**src/rtl/bit_eight_divider.sv**
```systemverilog
// Sequential 16/8 unsigned restoring divider with St/Done handshake.
// Define DIV_PIPE_REG_EN to add one input and one output register stage.
module bit_eight_divider (
   input  logic        Clk,
   input  logic        rst,
   input  logic        St,
   input  logic [15:0] Dividend,
   input  logic [7:0]  Divisor,
   output logic        Busy,
   output logic        Done,
   output logic        Ovf,
   output logic [7:0]  Quotient,
   output logic [7:0]  Remainder
);

   typedef enum logic [1:0] {
      S_IDLE,
      S_DIV,
      S_DONE
   } state_t;

   state_t      state, state_nx;
   logic [2:0]  cnt;
   logic [15:0] acc;
   logic [7:0]  dvs;

   logic        st_c;
   logic [15:0] dvd_c;
   logic [7:0]  dvs_c;

   logic        done_c;
   logic        ovf_c;
   logic [7:0]  quo_c;
   logic [7:0]  rem_c;

   logic [8:0]  upper;
   logic        q_bit;
   logic [7:0]  rem8;
   logic [15:0] acc_nx;
   logic        ovf_test;

   // upper holds the shifted partial remainder including the carried-out MSB
   always_comb begin
      upper    = acc[15:7];
      q_bit    = (upper >= {1'b0, dvs});
      rem8     = q_bit ? (upper[7:0] - dvs) : upper[7:0];
      acc_nx   = {rem8, acc[6:0], q_bit};
      ovf_test = (dvd_c[15:8] >= dvs_c);
   end

   always_comb begin
      state_nx = state;
      unique case (state)
         S_IDLE: begin
            if (st_c)
               state_nx = ovf_test ? S_DONE : S_DIV;
         end
         S_DIV: begin
            if (cnt == 3'd7)
               state_nx = S_DONE;
         end
         default: state_nx = S_IDLE;
      endcase
   end

   always_ff @(posedge Clk) begin
      if (rst)
         state <= S_IDLE;
      else
         state <= state_nx;
   end

   always_ff @(posedge Clk) begin
      if (rst) begin
         cnt    <= '0;
         acc    <= '0;
         dvs    <= '0;
         done_c <= 1'b0;
         ovf_c  <= 1'b0;
         quo_c  <= '0;
         rem_c  <= '0;
      end else begin
         done_c <= 1'b0;
         unique case (state)
            S_IDLE: begin
               if (st_c) begin
                  if (ovf_test) begin
                     ovf_c  <= 1'b1;
                     quo_c  <= '0;
                     rem_c  <= '0;
                     done_c <= 1'b1;
                  end else begin
                     acc <= dvd_c;
                     dvs <= dvs_c;
                     cnt <= '0;
                  end
               end
            end
            S_DIV: begin
               acc <= acc_nx;
               cnt <= cnt + 3'd1;
               if (cnt == 3'd7) begin
                  quo_c  <= acc_nx[7:0];
                  rem_c  <= acc_nx[15:8];
                  ovf_c  <= 1'b0;
                  done_c <= 1'b1;
               end
            end
            default: ;
         endcase
      end
   end

   assign Busy = (state != S_IDLE);

`ifdef DIV_PIPE_REG_EN
   always_ff @(posedge Clk) begin
      if (rst) begin
         st_c  <= 1'b0;
         dvd_c <= '0;
         dvs_c <= '0;
      end else begin
         st_c  <= St;
         dvd_c <= Dividend;
         dvs_c <= Divisor;
      end
   end

   always_ff @(posedge Clk) begin
      if (rst) begin
         Done      <= 1'b0;
         Ovf       <= 1'b0;
         Quotient  <= '0;
         Remainder <= '0;
      end else begin
         Done      <= done_c;
         Ovf       <= ovf_c;
         Quotient  <= quo_c;
         Remainder <= rem_c;
      end
   end
`else
   assign st_c      = St;
   assign dvd_c     = Dividend;
   assign dvs_c     = Divisor;
   assign Done      = done_c;
   assign Ovf       = ovf_c;
   assign Quotient  = quo_c;
   assign Remainder = rem_c;
`endif

endmodule
```
**config.mk**
```make
export PLATFORM = sky130hd
export DESIGN_NAME = bit_eight_divider
export DESIGN_NICKNAME = d
export VERILOG_FILES = /design/src/rtl/bit_eight_divider.sv
export SDC_FILE = /design/constraint.sdc
export NUM_CORES = 1
export LEC_CHECK = 0
export ABC_AREA = 1
export CAP_MARGIN = 25
export CORE_ASPECT_RATIO = 0.5
export CORE_MARGIN = 1.5
export CORE_UTILIZATION = 48
export DETAILED_ROUTE_END_ITERATION = 8
export MAX_ROUTING_LAYER = met4
export PLACE_DENSITY_LB_ADDON = 0.15
export SLEW_MARGIN = 20
export SYNTH_ARGS = -nofsm -noshare
export SYNTH_HDL_FRONTEND = slang
export SYNTH_SLANG_ARGS = --single-unit
```
**constraint.sdc**
```tcl
create_clock -name Clk -period 1.81 [get_ports Clk]
set_input_delay 0.543 -clock Clk [delete_from_list [all_inputs] [get_ports Clk]]
set_output_delay 0.543 -clock Clk [all_outputs]
set_load 0.03 [all_outputs]
```
==> summary.txt <==
status: finished, violations left
violated checks: setup timing
gr usage total: 28.09%
hold crit path type: reg -> reg
area growth from synthesis to layout: 56.52%
syn_area_per_cell: 6.411 um^2
total CTS buffers: 5
commonest non-fill, non-tap cell in the layout: nand2_1
Die X: 111.8 um
Post-Syn Instances: 443
Critical Path End Type: flop
commonest cells after routing, fill and taps aside: nand2_1, nor2_1, inv_1
Initial Util: 50.84%
first-pass GRT wire length: 13.70 mm
Via-to-Cell Ratio: 5.130
Final nets: 586
Initial DRC Count: 290
mapped cell area: 2840 um^2
DRT antenna net count: 0
GP Congestion: 0.8605
final slew viol count: 0
number of global-route vias before repair: 2892
Pwr Density: 1088 nW/um^2
VDD IR-drop max: 0.8019 mV
share of the synthesized area in the top cell type: 33.13%
largest net degree at the start of global routing: 31
Final min period: 1983 ps
Final Setup Violations: 18
Synth Register Bits: 47
clock-pin slew on the worst setup and hold paths: 70 ps
multiplexer area fraction after synthesis: 0%
die height: 57.40 um
Req. time, crit path: 2030 ps
later-pin clock latency in the skew report: 300 ps
register area share after synthesis: 33.13%
largest family of logic cells by synthesized area: simple AND/OR/NAND/NOR gates
WL final: 9.053 mm
I/O Buffers: 45
TNS Setup: -681.0 ps
Post-Synth XOR/XNOR Area: 0.9251%
Core Region: 5587 um^2
Post-Syn Nets: 489
io pins: 46
Clock Path Buffers: 2
critical path fanouts, max: 3
Final Skew: 10.97 ps
Synth Warn #: 0
n_diodes: 0
TritonCTS sink count: 47
Worst Setup Start Kind: flop
Compound-Gate Fraction of Synth Area: 9.207%
Setup CP Type: reg -> reg
largest cells by area after synthesis: dfxtp_1, nand2_1, nor2_1
Fin. Hold Viols: 0
Leak: 2.232 nW
fraction of layout cells with a size suffix above 1: 34.38%
first-pass detailed-route iteration total: 6
Max Cap Viol: 0
initial antenna violation count: 0
Final Non-Filler Cells: 614
crit share post-route: 109.5%
Die ar.: 6416 um^2
CTS tree: built
critical path arrival: 2210 ps
row count: 19
Post-Synth Simple-Gate Area: 35.20%
GRT overflow: 0
H-tree levels: 2
DRC: 0
DP HPWL: 5.041 mm
routed via count: 3150
Root Buffer: clkbuf_16
Slew HR: 76.38%
fmax: 504.4 MHz
largest area contributor in the synthesized netlist: dfxtp_1
synth unique cells: 30
Inst Count DP: 591
Routed wire per std cell: 14.74 um
worst-margin pin slew: 350.5 ps
Synth Area in Adders: 8.634%
post-route worst setup slack: -172.7 ps
RSZ-0062 raised after global routing: yes
[cell families (layout without fill, tap and decap cells)]
family / count (synthesis) / after routing
AND/OR/NAND/NOR: 241 / 244
AO/OA/AOI/OAI: 50 / 50
XOR/XNOR: 3 / 3
flip-flops: 47 / 47
buffers and inverters: 83 / 178
adder cells (fa/ha/maj): 19 / 19
[sequential cells by signal, indices dropped and copies added, names as in the netlist]
signal and cells:
acc 16, Ovf 1, cnt 3, state 2, Quotient 8, Done 1, Remainder 8, dvs 8
[cells in the mapped netlist]
master      n
nand2_2     3
or2_2       1
nor2_4      1
buf_2       5
a21o_1      1
ha_1       18
fa_1        1
inv_1      65
o21ai_0    22
xnor2_1     2
nand2_1   134
a21boi_2    1
nand3_1    17
clkbuf_2    1
nand4_2     1
nand2_4     1
nand3_2     2
clkbuf_8    1
nand4_1     3
xor2_1      1
buf_6       4
o21ai_1     1
buf_4       2
dfxtp_1    47
a21boi_0    1
nor2_2      8
clkbuf_1    3
inv_2       2
a21oi_1    24
nor2_1     70
[through the flow]
step,setup WS (ps),cell area (um^2),total power [W],util [%],hold slack [ps]
floorplan,1.605,2909,0.002515,-,426.8
global placement,-663.3,3715,0.003193,66.50,452.1
detailed placement,-640.8,3715,0.003212,66.50,454.7
CTS,2.658,4167,0.004335,74.58,466.6
global route,-286.3,4446,0.005113,79.57,490.2
finish,-172.7,4446,0.004836,79.57,471.1
[final timing paths]
kind / startpoint / endpoint / slack (ps) / cells past startpoint
max: acc[8]$_SDFFE_PP0P_ / Remainder[4]$_SDFFE_PP0P_ / -170 / 10
min: cnt[0]$_SDFFE_PP0P_ / cnt[0]$_SDFFE_PP0P_ / 470 / 1
max reg2reg: acc[8]$_SDFFE_PP0P_ / Remainder[4]$_SDFFE_PP0P_ / -170 / 10
min reg2reg: cnt[0]$_SDFFE_PP0P_ / cnt[0]$_SDFFE_PP0P_ / 470 / 1
[final cells by class]
cell class | count | area [um^2]
multi-input cells | 316 | 2027
fillers | 360 | 1141
repair buffers | 103 | 968.4
flip-flops and latches | 47 | 945.9
inverters | 67 | 265.3
clock buffers | 5 | 125.1
well taps | 73 | 91.34
clock inverters | 3 | 22.52
[what timing repair did]
| item | CTS | global route |
|---|---|---|
| gates resized for setup | 108 | 80 |
| pin swaps | 20 | 49 |
| endpoints found under the setup margin | 65 | 48 |
| cloned | 6 | 1 |
| setup buffers | 4 | 4 |
| hold buffers | 0 | 0 |
[layer usage]
metal | global-route usage, % | share of wire (%) | vias to the layer above
met3 | 5.739 | 7.4 | 28
met5 | - | 0 | -
met2 | 44.77 | 47 | 128
met1 | 36.11 | 43 | 1429
li1 | - | - | 1565
met4 | 9.222 | 2.6 | 0
[power breakdown]
| part | switching [W] | internal (W) |
|---|---|---|
| clock | 0.000432 | 0.000518 |
| sequential | 0.000105 | 0.00118 |
| combinational | 0.00143 | 0.00117 |
[critical path, stage by stage, from the launching register on]
cell	delay, ps
dfxtp_1	440
inv_1	120
fa_2	410
nor2_2	150
nor2_1	70
xnor2_1	210
a21oi_2	70
nor2_2	150
buf_4	150
nor2_2	30
nor2_1	110
(Power assumes the default switching activity.)
